File: config.mk
export PLATFORM = sky130hd
export DESIGN_NAME = pc_ctrl
export DESIGN_NICKNAME = d
export VERILOG_FILES = /design/src/rtl/pc_ctrl.sv
export SDC_FILE = /design/constraint.sdc
export NUM_CORES = 1
export LEC_CHECK = 0
export CAP_MARGIN = 10
export CORE_MARGIN = 2
export CORE_UTILIZATION = 25
export DETAILED_ROUTE_END_ITERATION = 7
export GPL_TIMING_DRIVEN = 0
export PLACE_DENSITY = 0.49
export SLEW_MARGIN = 20
export SYNTH_ARGS = -nofsm -noshare
export SYNTH_HDL_FRONTEND = slang
export SYNTH_SLANG_ARGS = --single-unit
File: constraint.sdc
create_clock -name clk -period 4.85 [get_ports clk]
set_clock_uncertainty 0.05 [all_clocks]
set_input_delay 0.97 -clock clk [delete_from_list [all_inputs] [get_ports clk]]
set_output_delay 0.97 -clock clk [all_outputs]
set_load 0.02 [all_outputs]
File: src/rtl/pc_ctrl.sv
// Program-counter unit for the fetch stage: next-PC selection, exception entry/return
// with an EPC register, and a circular return-address stack.
module pc_ctrl #(
    parameter int              WIDTH     = 32,
    parameter logic [WIDTH-1:0] RESET_VEC = 32'h0000_3000,
    parameter logic [WIDTH-1:0] EXC_VEC   = 32'h0000_4180,
    parameter int              INC       = 4,
    parameter int              RAS_DEPTH = 4
) (
    input  logic             clk,
    input  logic             reset,
    input  logic             en,
    input  logic             branch_take,
    input  logic [WIDTH-1:0] branch_tgt,
    input  logic             jump,
    input  logic [WIDTH-1:0] jump_tgt,
    input  logic             call,
    input  logic             ret,
    input  logic             exc_req,
    input  logic             eret,
    output logic [WIDTH-1:0] pc,
    output logic [WIDTH-1:0] pc_next_seq,
    output logic [WIDTH-1:0] epc,
    output logic             exl,
    output logic             ras_empty,
    output logic             ras_full,
    output logic             ras_err
);

    localparam int PW = (RAS_DEPTH > 1) ? $clog2(RAS_DEPTH) : 1;
    localparam logic [PW:0] DEPTH_C = (PW + 1)'(RAS_DEPTH);

    typedef enum logic {RUN, EXC} exc_state_t;

    exc_state_t       state, state_d;
    logic [WIDTH-1:0] pc_d, epc_d;
    logic [WIDTH-1:0] ras [RAS_DEPTH];
    logic [PW-1:0]    top, top_inc;
    logic [PW:0]      count;
    logic             do_push, do_pop, do_repl, err_set;

    assign pc_next_seq = pc + WIDTH'(INC);
    assign top_inc     = top + PW'(1);
    assign exl         = (state == EXC);
    assign ras_empty   = (count == '0);
    assign ras_full    = (count == DEPTH_C);

    // Fixed-priority next-PC selection; an accepted exception or eret masks all RAS activity.
    always_comb begin
        pc_d    = pc;
        epc_d   = epc;
        state_d = state;
        do_push = 1'b0;
        do_pop  = 1'b0;
        do_repl = 1'b0;
        err_set = 1'b0;
        if (en) begin
            if (exc_req && state == RUN) begin
                pc_d    = EXC_VEC;
                epc_d   = pc;
                state_d = EXC;
            end else if (eret && state == EXC) begin
                pc_d    = epc;
                state_d = RUN;
            end else if (ret) begin
                if (ras_empty) begin
                    pc_d    = pc_next_seq;
                    err_set = 1'b1;
                end else begin
                    pc_d    = ras[top];
                    do_repl = call;
                    do_pop  = !call;
                end
            end else if (call || jump) begin
                pc_d    = jump_tgt;
                do_push = call;
                err_set = call && ras_full;
            end else if (branch_take) begin
                pc_d = branch_tgt;
            end else begin
                pc_d = pc_next_seq;
            end
        end
    end

    // Pushing onto a full stack lands on the oldest slot, so overwrite needs no special case.
    always_ff @(posedge clk) begin
        if (reset) begin
            pc      <= RESET_VEC;
            epc     <= '0;
            state   <= RUN;
            top     <= '0;
            count   <= '0;
            ras_err <= 1'b0;
        end else begin
            pc      <= pc_d;
            epc     <= epc_d;
            state   <= state_d;
            ras_err <= ras_err | err_set;
            if (do_push) begin
                ras[top_inc] <= pc_next_seq;
                top          <= top_inc;
                if (!ras_full) begin
                    count <= count + (PW + 1)'(1);
                end
            end else if (do_pop) begin
                top   <= top - PW'(1);
                count <= count - (PW + 1)'(1);
            end else if (do_repl) begin
                ras[top] <= pc_next_seq;
            end
        end
    end

endmodule

Yosys cells after proc, flatten, opt, wreduce, memory -nomap -nowiden
Memories as Yosys holds them, arrays and structs flattened. A register that Yosys moved wholly into a read port is not among the register bits.
Index checks and enable logic that the tools add are counted.
- register bits after elaboration: 71
- memory bits (writable): 128
- input port bits: 73
- word-level logic and storage cells: 75
- memories: 1
- memory list (name ; depth ; width ; rd ports ; clocked after Yosys merged registers in ; write ports ; RTL line ; text):
    ras ; 4 ; 32 ; 1 ; 1 ; 1 ; 37 ; logic [WIDTH-1:0] ras [RAS_DEPTH];
- add/sub/neg operators: 5
- equality and inequality tests: 2
- muxes and demuxes: 47
- bitwise gates (word level): 2
- reductions and logical operators: 12
- operators with widths (kind ; number):
    32-bit 2-to-1 mux ; 7
    32-bit by 3-bit adder with 32-bit output (second input constant) ; 1
    1-bit 2-to-1 mux ; 32
    32-bit OR reduction ; 1
    2-bit 2-to-1 mux ; 5
    3-bit 2-to-1 mux ; 3
    2-bit AND reduction ; 3
    2-bit nonzero test ; 2
    3-bit by 1-bit adder with 3-bit output (second input constant) ; 1
    3-bit == test (second input constant) ; 1
    1-bit logical AND ; 3
    3-bit logical NOT ; 1
    3-bit by 1-bit subtractor with 3-bit output (second input constant) ; 1
    2-bit by 1-bit adder with 2-bit output (second input constant) ; 1
    2-bit inequality test (second input constant) ; 1
    2-bit by 1-bit subtractor with 2-bit output (second input constant) ; 1
    1-bit logical NOT ; 1
    1-bit logical OR ; 1
    1-bit inverter ; 1
    1-bit bitwise OR ; 1

Depth between registers and ports, before layout
- depth in word-level cells: 13
- gate-level depth with buffers: 8
- mapped depth without buffers: 6

Worst setup path before layout
No wires, ideal clock.
- path kind: input to register
- start: in eret
- end: mem ras[1][0] (enable)
- data arrival time: 3.271 ns
- path slack: 1.108 ns
- stages on the path: 5
- path buffers: 1
- cell sequence: and2_1 > clkbuf_1 > nor3_2 > o2111ai_1 > nor2_1
- cells in the longest elaborated chain, start to end: 11
- elaborated cells between the ends (all ways): 21
- classes of those cells: mux (19); reduce/logical (2)
- RTL lines (element ; RTL line ; text):
    start: declaration ; 20 ; input logic eret,
    1-bit logical AND * ; 62 ; end else if (eret && state == EXC) begin
    1-bit 2-to-1 mux ; 62 ;
    1-bit 2-to-1 mux ; 58 ; if (exc_req && state == RUN) begin
    1-bit 2-to-1 mux ; 57 ; if (en) begin
    1-bit 2-to-1 mux ; 109 ; end else if (do_repl) begin
    1-bit 2-to-1 mux ; 106 ; end else if (do_pop) begin
    1-bit 2-to-1 mux ; 100 ; if (do_push) begin
    1-bit 2-to-1 mux ; 88 ; if (reset) begin
    1-bit 2-to-1 mux (not written as such) ; 110 ; ras[top] <= pc_next_seq;
    32-bit OR reduction (no source line) ; - ;
    2-bit 2-to-1 mux (no source line) / 1-bit 2-to-1 mux (equally long branches) ; - ;
    end: declaration ; 37 ;
Mark *: on every way between the ends. The rest lies on a longest branch, timed or not.

Worst setup path after layout
- start: reg pc[2]
- end: out pc_next_seq[16]
- cells in the longest elaborated chain, start to end: 1
- RTL lines (element ; RTL line ; text):
    start: declaration ; 21 ; output logic [WIDTH-1:0] pc,
    start signal: assignment ; 96 ; pc <= pc_d;
    32-bit by 3-bit adder with 32-bit output ; 42 ; assign pc_next_seq = pc + WIDTH'(INC);
    end: declaration ; 22 ; output logic [WIDTH-1:0] pc_next_seq,
No other way between the ends.

==> impl_summary.txt <==
----------------------------------------------------
[Status]
  Result of the run ... finished clean

[Pwr]
  Worst ir drop on vdd ... 0.228 mV
  Pleak ... 0.00415 uW
  Total net switching power ... 1130 uW
  Clock share of power ... 0.427
  Internal power component ... about 3200 uW
  Power density relative to cell area ... 337 mW/mm^2
  Combinational cell fraction of total power ... 0.132
  Share of total power consumed by net switching ... 0.262
  Sequential share of power ... 0.440

[Floorplan]
  IO Count ... approximately 170
  Die ar. ... 0.0394 sq mm
  Area of the core ... approximately 0.037 sq mm
  Vert. Die Dim ... about 200 um
  Die span in x ... 199 um
  Starting utilization of the core area ... 0.252
  Site Rows ... 71

[Clock tree]
  Register clock-pin slew on the reported worst setup and hold paths ... about 0.06 ns
  Number of hold buffers added after CTS ... 0
  H-tree Lvls ... 1
  Clk root buf ... clkbuf_16
  # resized after CTS ... 0
  Clock insertion delay at the later pin of the skew report ... 0.52 ns
  Clock buffers created by TritonCTS ... 24
  Buffer count from post-CTS setup fixing ... 0
  Buffers from clock root to sink, at most ... 3
  CTS tree ... done
  Clock sink total ... ~200

[Synthesis]
  Synthesized instance count ... 846
  Library cell with the highest instance count after synthesis ... edfxtp_1
  Warnings from Yosys ... 0
  Post-synth EDFFs ... 128
  Cell area after technology mapping ... 0.00946 sq mm
  Leading cell types by total area after synthesis ... edfxtp_1 (41%), dfxtp_1 (15%), mux4_2 (7.6%), nand2_1 (4.4%), a21oi_1 (4.1%)
  Cell types with the highest counts after synthesis ... edfxtp_1 (128), nand2_1 (112), a21oi_1 (77)
  Number of nets in the synthesized netlist ... 921
  Flip-flop cell with the highest count after synthesis ... edfxtp_1
  Post-synth top area cell ... edfxtp_1
  Share of flip-flops with an asynchronous set or reset ... 0
  Average cell area after synthesis ... around 11 sq um
  Proportion of synthesized chip area in sequential cells ... 0.561
  Unique masters post-synth ... 66
  Fraction of post-synthesis cell area in the top cell type by area ... 0.406
  Number of register bits inferred by synthesis ... 201

[Job]
  Max-cap check violation count ... 0

[Final layout]
  Area overhead of the layout relative to synthesis ... 35.6%
  Final design area excluding fillers ... ~0.013 sq mm
  Share of cells above drive strength 1 ... 0.112
  Post-layout net count ... ~1.1k
  Diodes inserted ... 0

[STA]
  Post-route minimum period ... 4.55 ns
  Unrepaired setup endpoints after global routing ... false
  Final Setup Violations ... 0
  Remaining max-slew budget at the tightest pin ... 0.290
  Slew at the pin closest to its max-slew limit ... 1.07 ns
  Number of hold violations in the final report ... 0
  Worst hold slack ... 0.428 ns
  Max Transition Viols Final ... 0
  Fmax ... 220 MHz
  Part of the cycle the worst path needs ... 0.939

[Setup path]
  Crit-path max FO ... 10
  Sort of element at the end of the critical path ... primary output
  Type of element launching the critical path ... register
  Critical path data arrival time ... ~3.5 ns
  Kind of critical path ... register to primary output
  Worst path required time ... 3.83 ns
  Cells on worst reg2reg path ... 6

[Routing]
  DR WL/cell ... 23.9 um
  Vias ... a little under 8k
  Wire length after detailed routing ... 37,700 um
  Drc violations ... 0
  Iter 0 DRT Violations ... between 800 and 900
  Post-detailed-route via-to-cell ratio ... 5.04
  Number of nets still failing antenna checks after routing ... 0
  Number of iterations in the first detailed-routing pass ... 5

[Worst hold path]
  Worst hold stages ... 2
  Kind of path behind the tightest hold check ... register to register

[GRT]
  Sum of overflow across all layers after global routing ... 0
  Via count of the first global-routing pass ... 7,941
  Total global-route track usage ... 0.191
  Pin count of the biggest net entering global routing ... 20
  Wire length of the first global-routing pass ... 54,000 um
  Antenna violations before repair ... 0

[Placement]
  Final weighted congestion in routability-driven placement ... 0.919
  Number of buffer cells added on primary ports ... 172
  HPWL after detailed placement ... 28,600 um
  Cell area after placement ... between 0.01 and 0.015 sq mm

----------------------------------------------------
final cells by class:
| cell class | instances | area, sq um |
|---|---|---|
| Buffer | 61 | 280 |
| Clock buffer | 26 | 629 |
| Clock inverter | 18 | 181 |
| Fill cell | 3857 | 24700 |
| Inverter | 21 | 78.8 |
| Multi-Input combinational cell | 563 | 3840 |
| Sequential cell | 201 | 5310 |
| Tap cell | 511 | 639 |
| Timing Repair Buffer | 178 | 1870 |
through the flow:
stage	util	power (uW)	setup TNS [ns]	instances	setup slack, ns
final	0.342	4320	0	1579	0.297
after global routing	0.342	4460	0	1579	0.136
after CTS	0.342	4350	0	1579	0.122
after detailed placement	0.320	2510	0	1535	0.463
after global placement	0.315	2500	-177.86	1529	-1.45
after floorplan	-	2210	0	846	1.11
worst max-delay path, stage by stage (launching register included):
cell,delay [ns]
dfxtp_1,0.52
ha_1,0.32
nand3_1,0.23
or4_1,0.43
buf_2,0.22
xnor2_1,0.55
clkdlybuf4s50_1,0.73
power groups by stage:
stage	clock, uW	sequential [uW]	combinational, uW
3_5_place_dp	0	1940	570
4_1_cts	1880	1900	573
2_1_floorplan	0	1950	259
5_1_grt	1940	1910	611
6_report	1850	1900	571
3_3_place_gp	0	1940	565
cell families after synthesis:
| family | share of synthesized area |
|---|---|
| adders and majority gates | 0.00344 |
| DFF | 0.561 |
| AOI/OAI and AO/OA | 0.144 |
| muxes | 0.0814 |
| xor gates and xnor gates | 0.0222 |
| buffers and inverters | 0.0379 |
| and+or+nand+nor | 0.151 |
layout by cell type, fill, tap and decap left out, types with 9 or more instances in the layout:
cell / instances
a21oi_1: 77
a22oi_1: 9
a31oi_1: 16
and3_1: 11
buf_2: 9
clkbuf_1: 42
clkbuf_16: 25
clkdlybuf4s50_1: 172
dfxtp_1: 73
edfxtp_1: 128
inv_1: 21
mux4_2: 32
nand2_1: 112
nand3_1: 20
nor2_1: 42
nor3_1: 23
o21ai_0: 38
o221ai_1: 13
xnor2_1: 15
xor2_1: 9
worst paths after layout:
kind,slack (ns),from,endpoint
worst min register to register,0.43,epc[2],epc[2]
worst max register to register,1.67,exl,ras[3][8]
worst max-delay path,0.30,pc[2],pc_next_seq[16]
worst min-delay path,0.43,epc[2],epc[2]
metal layers:
layer  track usage  up-vias  share of wire
met3        0.0426       60          0.082
met5             0        -              0
met2         0.310      346           0.46
li1              -     3611              -
met4        0.0547        0          0.028
met1         0.255     3935           0.43
state kept, by name, indices dropped and copies added, names as in the netlist, named ones only:
| signal | count |
|---|---|
| ras | 128 |
| epc | 32 |
| pc | 32 |
| count | 3 |
| top | 2 |
| exl | 1 |
| ras_err | 1 |
Note: power is estimated with default switching activity, not from simulation.
